===== config.mk =====
export PLATFORM = sky130hd
export DESIGN_NAME = cpu_run_ctrl_flat
export DESIGN_NICKNAME = d
export VERILOG_FILES = /design/src/rtl/cpu_run_ctrl_if.sv /design/src/rtl/cpu_run_ctrl.sv /design/src/flat_wrapper.sv
export SDC_FILE = /design/constraint.sdc
export NUM_CORES = 1
export LEC_CHECK = 0
export CORE_MARGIN = 1.5
export CORE_UTILIZATION = 45
export CTS_CLUSTER_DIAMETER = 60
export CTS_CLUSTER_SIZE = 30
export DETAILED_ROUTE_END_ITERATION = 10
export PLACE_DENSITY = 0.81
export SLEW_MARGIN = 0
export SYNTH_ARGS = -nofsm -noshare
export SYNTH_HDL_FRONTEND = slang
export SYNTH_SLANG_ARGS = --single-unit

===== constraint.sdc =====
create_clock -name clock -period 2.2 [get_ports clock]
set_clock_uncertainty 0.1 [all_clocks]
set_input_delay 0.44 -clock clock [delete_from_list [all_inputs] [get_ports clock]]
set_output_delay 0.44 -clock clock [all_outputs]
set_load 0.1 [all_outputs]

===== src/rtl/cpu_run_ctrl_if.sv =====
// Run-control bundle between cpu_top and cpu_run_ctrl: requests in, pipeline controls and status out.
interface cpu_run_ctrl_if #(
    parameter int unsigned CNT_W = 32
);
    logic             enable;
    logic             start;
    logic             halt_req;
    logic             stall_in;
    logic             pipe_en;
    logic             pipe_flush;
    logic             pc_clear;
    logic             pc_we;
    logic             running;
    logic             halted;
    logic [CNT_W-1:0] cycle_count;
    logic [2:0]       state_o;

    modport master (
        output enable, start, halt_req, stall_in,
        input  pipe_en, pipe_flush, pc_clear, pc_we, running, halted, cycle_count, state_o
    );

    modport slave (
        input  enable, start, halt_req, stall_in,
        output pipe_en, pipe_flush, pc_clear, pc_we, running, halted, cycle_count, state_o
    );
endinterface


===== src/rtl/cpu_run_ctrl.sv =====
// CPU run controller: start-edge flush, free run, halt drain and halted state,
// plus a saturating count of enabled RUN/DRAIN cycles.
module cpu_run_ctrl #(
    parameter int unsigned STAGES = 5,
    parameter int unsigned CNT_W  = 32
) (
    input  logic           clock,
    input  logic           reset,
    cpu_run_ctrl_if.slave  bus
);
    localparam int unsigned STEP_W     = (STAGES > 1) ? $clog2(STAGES) : 1;
    localparam int unsigned FLUSH_LAST = STAGES - 1;
    localparam int unsigned DRAIN_LAST = (STAGES >= 2) ? STAGES - 2 : 0;

    typedef enum logic [2:0] {
        IDLE   = 3'd0,
        FLUSH  = 3'd1,
        RUN    = 3'd2,
        DRAIN  = 3'd3,
        HALTED = 3'd4
    } state_t;

    state_t             state, state_d;
    logic               start_q;
    logic [STEP_W-1:0]  step, step_d;
    logic [CNT_W-1:0]   cnt, cnt_d;
    logic               start_pulse;
    logic [CNT_W-1:0]   cnt_inc;

    assign start_pulse = bus.start & ~start_q;
    // Saturate instead of wrapping so a long run never reads as a short one
    assign cnt_inc     = (cnt == {CNT_W{1'b1}}) ? cnt : cnt + CNT_W'(1);

    always_ff @(posedge clock) begin
        if (reset) begin
            state   <= IDLE;
            start_q <= 1'b0;
            step    <= '0;
            cnt     <= '0;
        end else begin
            state   <= state_d;
            start_q <= bus.start;
            step    <= step_d;
            cnt     <= cnt_d;
        end
    end

    // Next state; start_pulse overrides everything, enable=0 freezes progress
    always_comb begin
        state_d = state;
        step_d  = step;
        cnt_d   = cnt;
        if (start_pulse) begin
            state_d = FLUSH;
            step_d  = '0;
        end else if (bus.enable) begin
            unique case (state)
                IDLE: ;
                FLUSH: begin
                    if (step == STEP_W'(FLUSH_LAST)) begin
                        state_d = RUN;
                        step_d  = '0;
                        cnt_d   = '0;
                    end else begin
                        step_d = step + STEP_W'(1);
                    end
                end
                RUN: begin
                    cnt_d = cnt_inc;
                    if (bus.halt_req) begin
                        state_d = DRAIN;
                        step_d  = '0;
                    end
                end
                DRAIN: begin
                    cnt_d = cnt_inc;
                    if (step == STEP_W'(DRAIN_LAST)) begin
                        state_d = HALTED;
                        step_d  = '0;
                    end else begin
                        step_d = step + STEP_W'(1);
                    end
                end
                HALTED: ;
                default: begin
                    state_d = IDLE;
                    step_d  = '0;
                end
            endcase
        end
    end

    // Moore decode; only pipe_en and pc_we look at enable/stall_in
    always_comb begin
        bus.pipe_en    = 1'b0;
        bus.pipe_flush = 1'b0;
        bus.pc_clear   = 1'b0;
        bus.pc_we      = 1'b0;
        bus.running    = 1'b0;
        bus.halted     = 1'b0;
        unique case (state)
            IDLE: ;
            FLUSH: begin
                bus.pipe_flush = 1'b1;
                bus.pc_clear   = 1'b1;
                bus.pipe_en    = bus.enable;
            end
            RUN: begin
                bus.pipe_en = bus.enable;
                bus.pc_we   = bus.enable & ~bus.stall_in;
                bus.running = 1'b1;
            end
            DRAIN: begin
                bus.pipe_en = bus.enable;
                bus.running = 1'b1;
            end
            HALTED: bus.halted = 1'b1;
            default: ;
        endcase
    end

    assign bus.cycle_count = cnt;
    assign bus.state_o     = state;
endmodule


===== src/flat_wrapper.sv =====
// flat-port wrapper written by rule: the top's interface ports become plain ports
module cpu_run_ctrl_flat 
#(
    parameter int unsigned STAGES = 5,
    parameter int unsigned CNT_W  = 32
)
  (clock, reset, bus_enable, bus_start, bus_halt_req, bus_stall_in, bus_pipe_en, bus_pipe_flush, bus_pc_clear, bus_pc_we, bus_running, bus_halted, bus_cycle_count, bus_state_o);
  cpu_run_ctrl_if #(.CNT_W(CNT_W)) bus_i ();
  input  logic clock;
  input  logic reset;
  input wire logic [$bits(bus_i.enable)-1:0] bus_enable;
  input wire logic [$bits(bus_i.start)-1:0] bus_start;
  input wire logic [$bits(bus_i.halt_req)-1:0] bus_halt_req;
  input wire logic [$bits(bus_i.stall_in)-1:0] bus_stall_in;
  output wire logic [$bits(bus_i.pipe_en)-1:0] bus_pipe_en;
  output wire logic [$bits(bus_i.pipe_flush)-1:0] bus_pipe_flush;
  output wire logic [$bits(bus_i.pc_clear)-1:0] bus_pc_clear;
  output wire logic [$bits(bus_i.pc_we)-1:0] bus_pc_we;
  output wire logic [$bits(bus_i.running)-1:0] bus_running;
  output wire logic [$bits(bus_i.halted)-1:0] bus_halted;
  output wire logic [$bits(bus_i.cycle_count)-1:0] bus_cycle_count;
  output wire logic [$bits(bus_i.state_o)-1:0] bus_state_o;
  assign bus_i.enable = bus_enable;
  assign bus_i.start = bus_start;
  assign bus_i.halt_req = bus_halt_req;
  assign bus_i.stall_in = bus_stall_in;
  assign bus_pipe_en = bus_i.pipe_en;
  assign bus_pipe_flush = bus_i.pipe_flush;
  assign bus_pc_clear = bus_i.pc_clear;
  assign bus_pc_we = bus_i.pc_we;
  assign bus_running = bus_i.running;
  assign bus_halted = bus_i.halted;
  assign bus_cycle_count = bus_i.cycle_count;
  assign bus_state_o = bus_i.state_o;
  cpu_run_ctrl #(.STAGES(STAGES), .CNT_W(CNT_W)) u_core (.clock(clock), .reset(reset), .bus(bus_i));
endmodule

==> flow_metrics.py <==
metrics = {
    "outcome": {
        "outcome": "finished, final reports clean",
    },
    "placed_design": {
        "place_area_um2": 3070,
        "dp.cells": 420,
        "dp_hpwl_mm": 4.75,
        "gp_congestion": 0.850,
        "io_buffers": 46,
    },
    "cells_and_area": {
        "drive_gt1_share_pct": 38.0,
        "fill_cells": 461,
        "fin_nets": 371,
        "antenna_cells": 0,
        "finalInstanceArea_um2": 3210,
        "stdcell_count": 428,
        "area_delta_synth_final_pct": 39.4,
    },
    "worst_setup_path": {
        "critPathArrivalTime_ns": 2.19,
        "cp-end-kind": "flip-flop",
        "crit_path_start_kind": "flip-flop",
        "path_class": "reg2reg",
        "critPathMaxFanout": 11,
        "required_ns": 2.27,
    },
    "timing": {
        "rsz0062_at_grt": "yes",
        "min_period_over_period_pct": 96.2,
        "max_freq_ghz": 0.473,
        "fin_crit_ns": 2.12,
        "tightest_slew_ns": 0.455,
        "relSlewSlack_pct": 69.4,
        "finalHoldViolCount": 0,
        "setup_violations": 0,
        "drv_slew": 0,
    },
    "logic_synthesis": {
        "synth_area_um2": 2300,
        "synthTopCellsByCount": "dfxtp_1 (39), nand2_1 (26), a21oi_1 (25)",
        "yosys_warnings": 0,
        "syn_nets": 302,
        "seq_area_frac_synth_pct": 33.9,
        "synth_edf_count": 0,
        "async_flop_share_pct": 0,
        "synth_top_cell_area_share_pct": 33.9,
        "yosysTopAreaCell": "dfxtp_1",
        "synth_cells": 291,
        "synth_area_leaders": "dfxtp_1 (34%), a21oi_1 (5.4%), nand2_1 (4.2%)",
        "yosys_register_bits": 39,
        "synth.most_common_cell": "dfxtp_1",
        "synthDistinctLibCells": 52,
        "avgSynthCellArea_um2": 7.90,
        "synth_ff_type": "dfxtp_1",
    },
    "power": {
        "p_total_uw": 1570,
        "power_leakage_uw": 0.00123,
        "ir_worst_vdd_uv": 371,
        "power_density_nw_per_um2": 489,
    },
    "cts": {
        "cts_buffer_depth": 2,
        "cts_tree": "yes",
        "clkSinkCount": 39,
        "root_buffer": "clkbuf_8",
        "htreeDepth": 2,
        "clk_pin_slew_ns": 0.09,
        "clkLatencyLatePin_ns": 0.31,
        "numCtsBuffers": 5,
    },
    "detailed_routing": {
        "wl_met3_um": 429,
        "drtIter0Drc": 207,
        "wl_met2_mm": 3.23,
        "top_layer": "met4",
        "drc": 0,
        "vias": 2581,
        "viasPerCell": 6.03,
        "wl_per_cell_um": 15.9,
        "routed_wirelength_mm": 6.82,
        "dr.pass1.iters": 5,
        "met1_length_mm": 3.09,
        "drtAntennaViolNets": 0,
    },
    "flow_run": {
        "max_cap_violations": 0,
    },
    "floorplan": {
        "ios": 47,
        "start_util_pct": 47.7,
        "die_area_um2": 5550,
        "coreArea_um2": 4820,
        "die_width_um": 74.5,
        "row_count": 25,
        "die_h_um": 74.5,
    },
    "global_route": {
        "grt_start_max_net_pins": 18,
        "grt_pass1_wl_mm": 10.7,
        "antenna_found_initial": 0,
        "grt_use_total_pct": 24.8,
        "overflow": 0,
        "grt_pass1_vias": 2246,
    },
    "worst_hold_path": {
        "holdCritPathClass": "reg2reg",
    },
}
## final cells by class
cell class / count / area (um2) / area share, %
clock buffer: 5 / 68.8 / 2.15
timing repair buffer: 84 / 718 / 22.4
inverter: 11 / 46.3 / 1.44
tap: 67 / 83.8 / 2.62
sequential: 39 / 826 / 25.8
clock inverter: 3 / 43.8 / 1.37
multi-input combinational: 219 / 1420 / 44.3
## path summary, 6_finish.rpt
path                               endpoint  slack (ns)                      start  cells after the start
setup reg to reg  u_core.bus.cycle_count[4]        0.08  u_core.bus.cycle_count[9]                      7
hold / removal               u_core.step[1]        0.37             u_core.step[1]                      2
setup / recovery  u_core.bus.cycle_count[4]        0.08  u_core.bus.cycle_count[9]                      7
hold reg to reg              u_core.step[1]        0.37             u_core.step[1]                      2
## sequential cells by signal, indices dropped and copies added, names as in the netlist
| signal | flops |
|---|---|
| u_core.bus.cycle_count | 32 |
| u_core.bus.state_o | 3 |
| u_core.step | 3 |
| u_core.start_q | 1 |
## routing by layer
layer,vias to the layer above,track usage (%)
met4,0,4.65
met5,-,0
met3,13,5.69
li1,1232,-
met2,106,40.4
met1,1230,34.0
## logic make-up after synthesis
| kind of cell | share of synthesized area (%) |
|---|---|
| adder cells (fa/ha/maj) | 2.72 |
| AND/OR/NAND/NOR | 30.4 |
| buffers and inverters | 7.45 |
| flip-flops | 33.9 |
| multiplexers | 0.925 |
| AO/OA/AOI/OAI | 24.6 |
## through the flow
step | hold WS [ns] | setup slack (ns) | TNS [ns] | util (%)
floorplan | 0.349 | -0.596 | -15.98 | -
global placement | 0.360 | -0.0670 | -0.168 | 63.8
detailed placement | 0.368 | -0.0861 | -0.703 | 63.8
CTS | 0.380 | 0.0109 | 0 | 66.1
global route | 0.411 | -0.0119 | -0.0161 | 66.5
finish | 0.374 | 0.0842 | 0 | 66.5
## critical path: stages, from the launching register on
cell,delay [ns]
dfxtp_4,0.40
nand4_1,0.21
nor4_4,0.33
nand4b_1,0.24
and2_4,0.21
buf_4,0.17
a41oi_1,0.24
a311oi_1,0.08
## what timing repair did
action / in CTS / in global routing
pin swaps: 0 / 3
resized for setup: 1 / 5
hold buffers: 0 / 0
setup endpoints to repair: 3 / 27
buffers inserted: 0 / 0
## cells in the final DEF, fill, tap and decap left out, types with 2 or more instances in the layout
cell,n
a21oi_1,25
a311oi_1,9
a31o_2,2
a31oi_1,6
a41oi_1,6
and2_1,6
and2_4,2
and3_1,6
buf_12,6
buf_4,73
clkbuf_8,5
clkdlybuf4s50_1,5
dfxtp_1,13
dfxtp_2,21
dfxtp_4,5
ha_1,5
inv_1,9
nand2_1,24
nand2_4,2
nand2b_1,4
nand3_1,17
nand3_2,2
nand4_1,8
nand4b_1,6
nor2_1,20
nor3_1,12
nor4_1,3
nor4_4,2
o211ai_1,3
o21a_1,3
o21ai_0,9
o21ai_1,7
o31ai_1,4
or4_1,3
## power by group
part / switching (uW) / internal, uW / total, uW
combinational: 158 / 79.2 / 237
sequential: 6.99 / 706 / 713
clock: 280 / 338 / 618
total: 444 / 1120 / 1570
(Power assumes the default switching activity.)
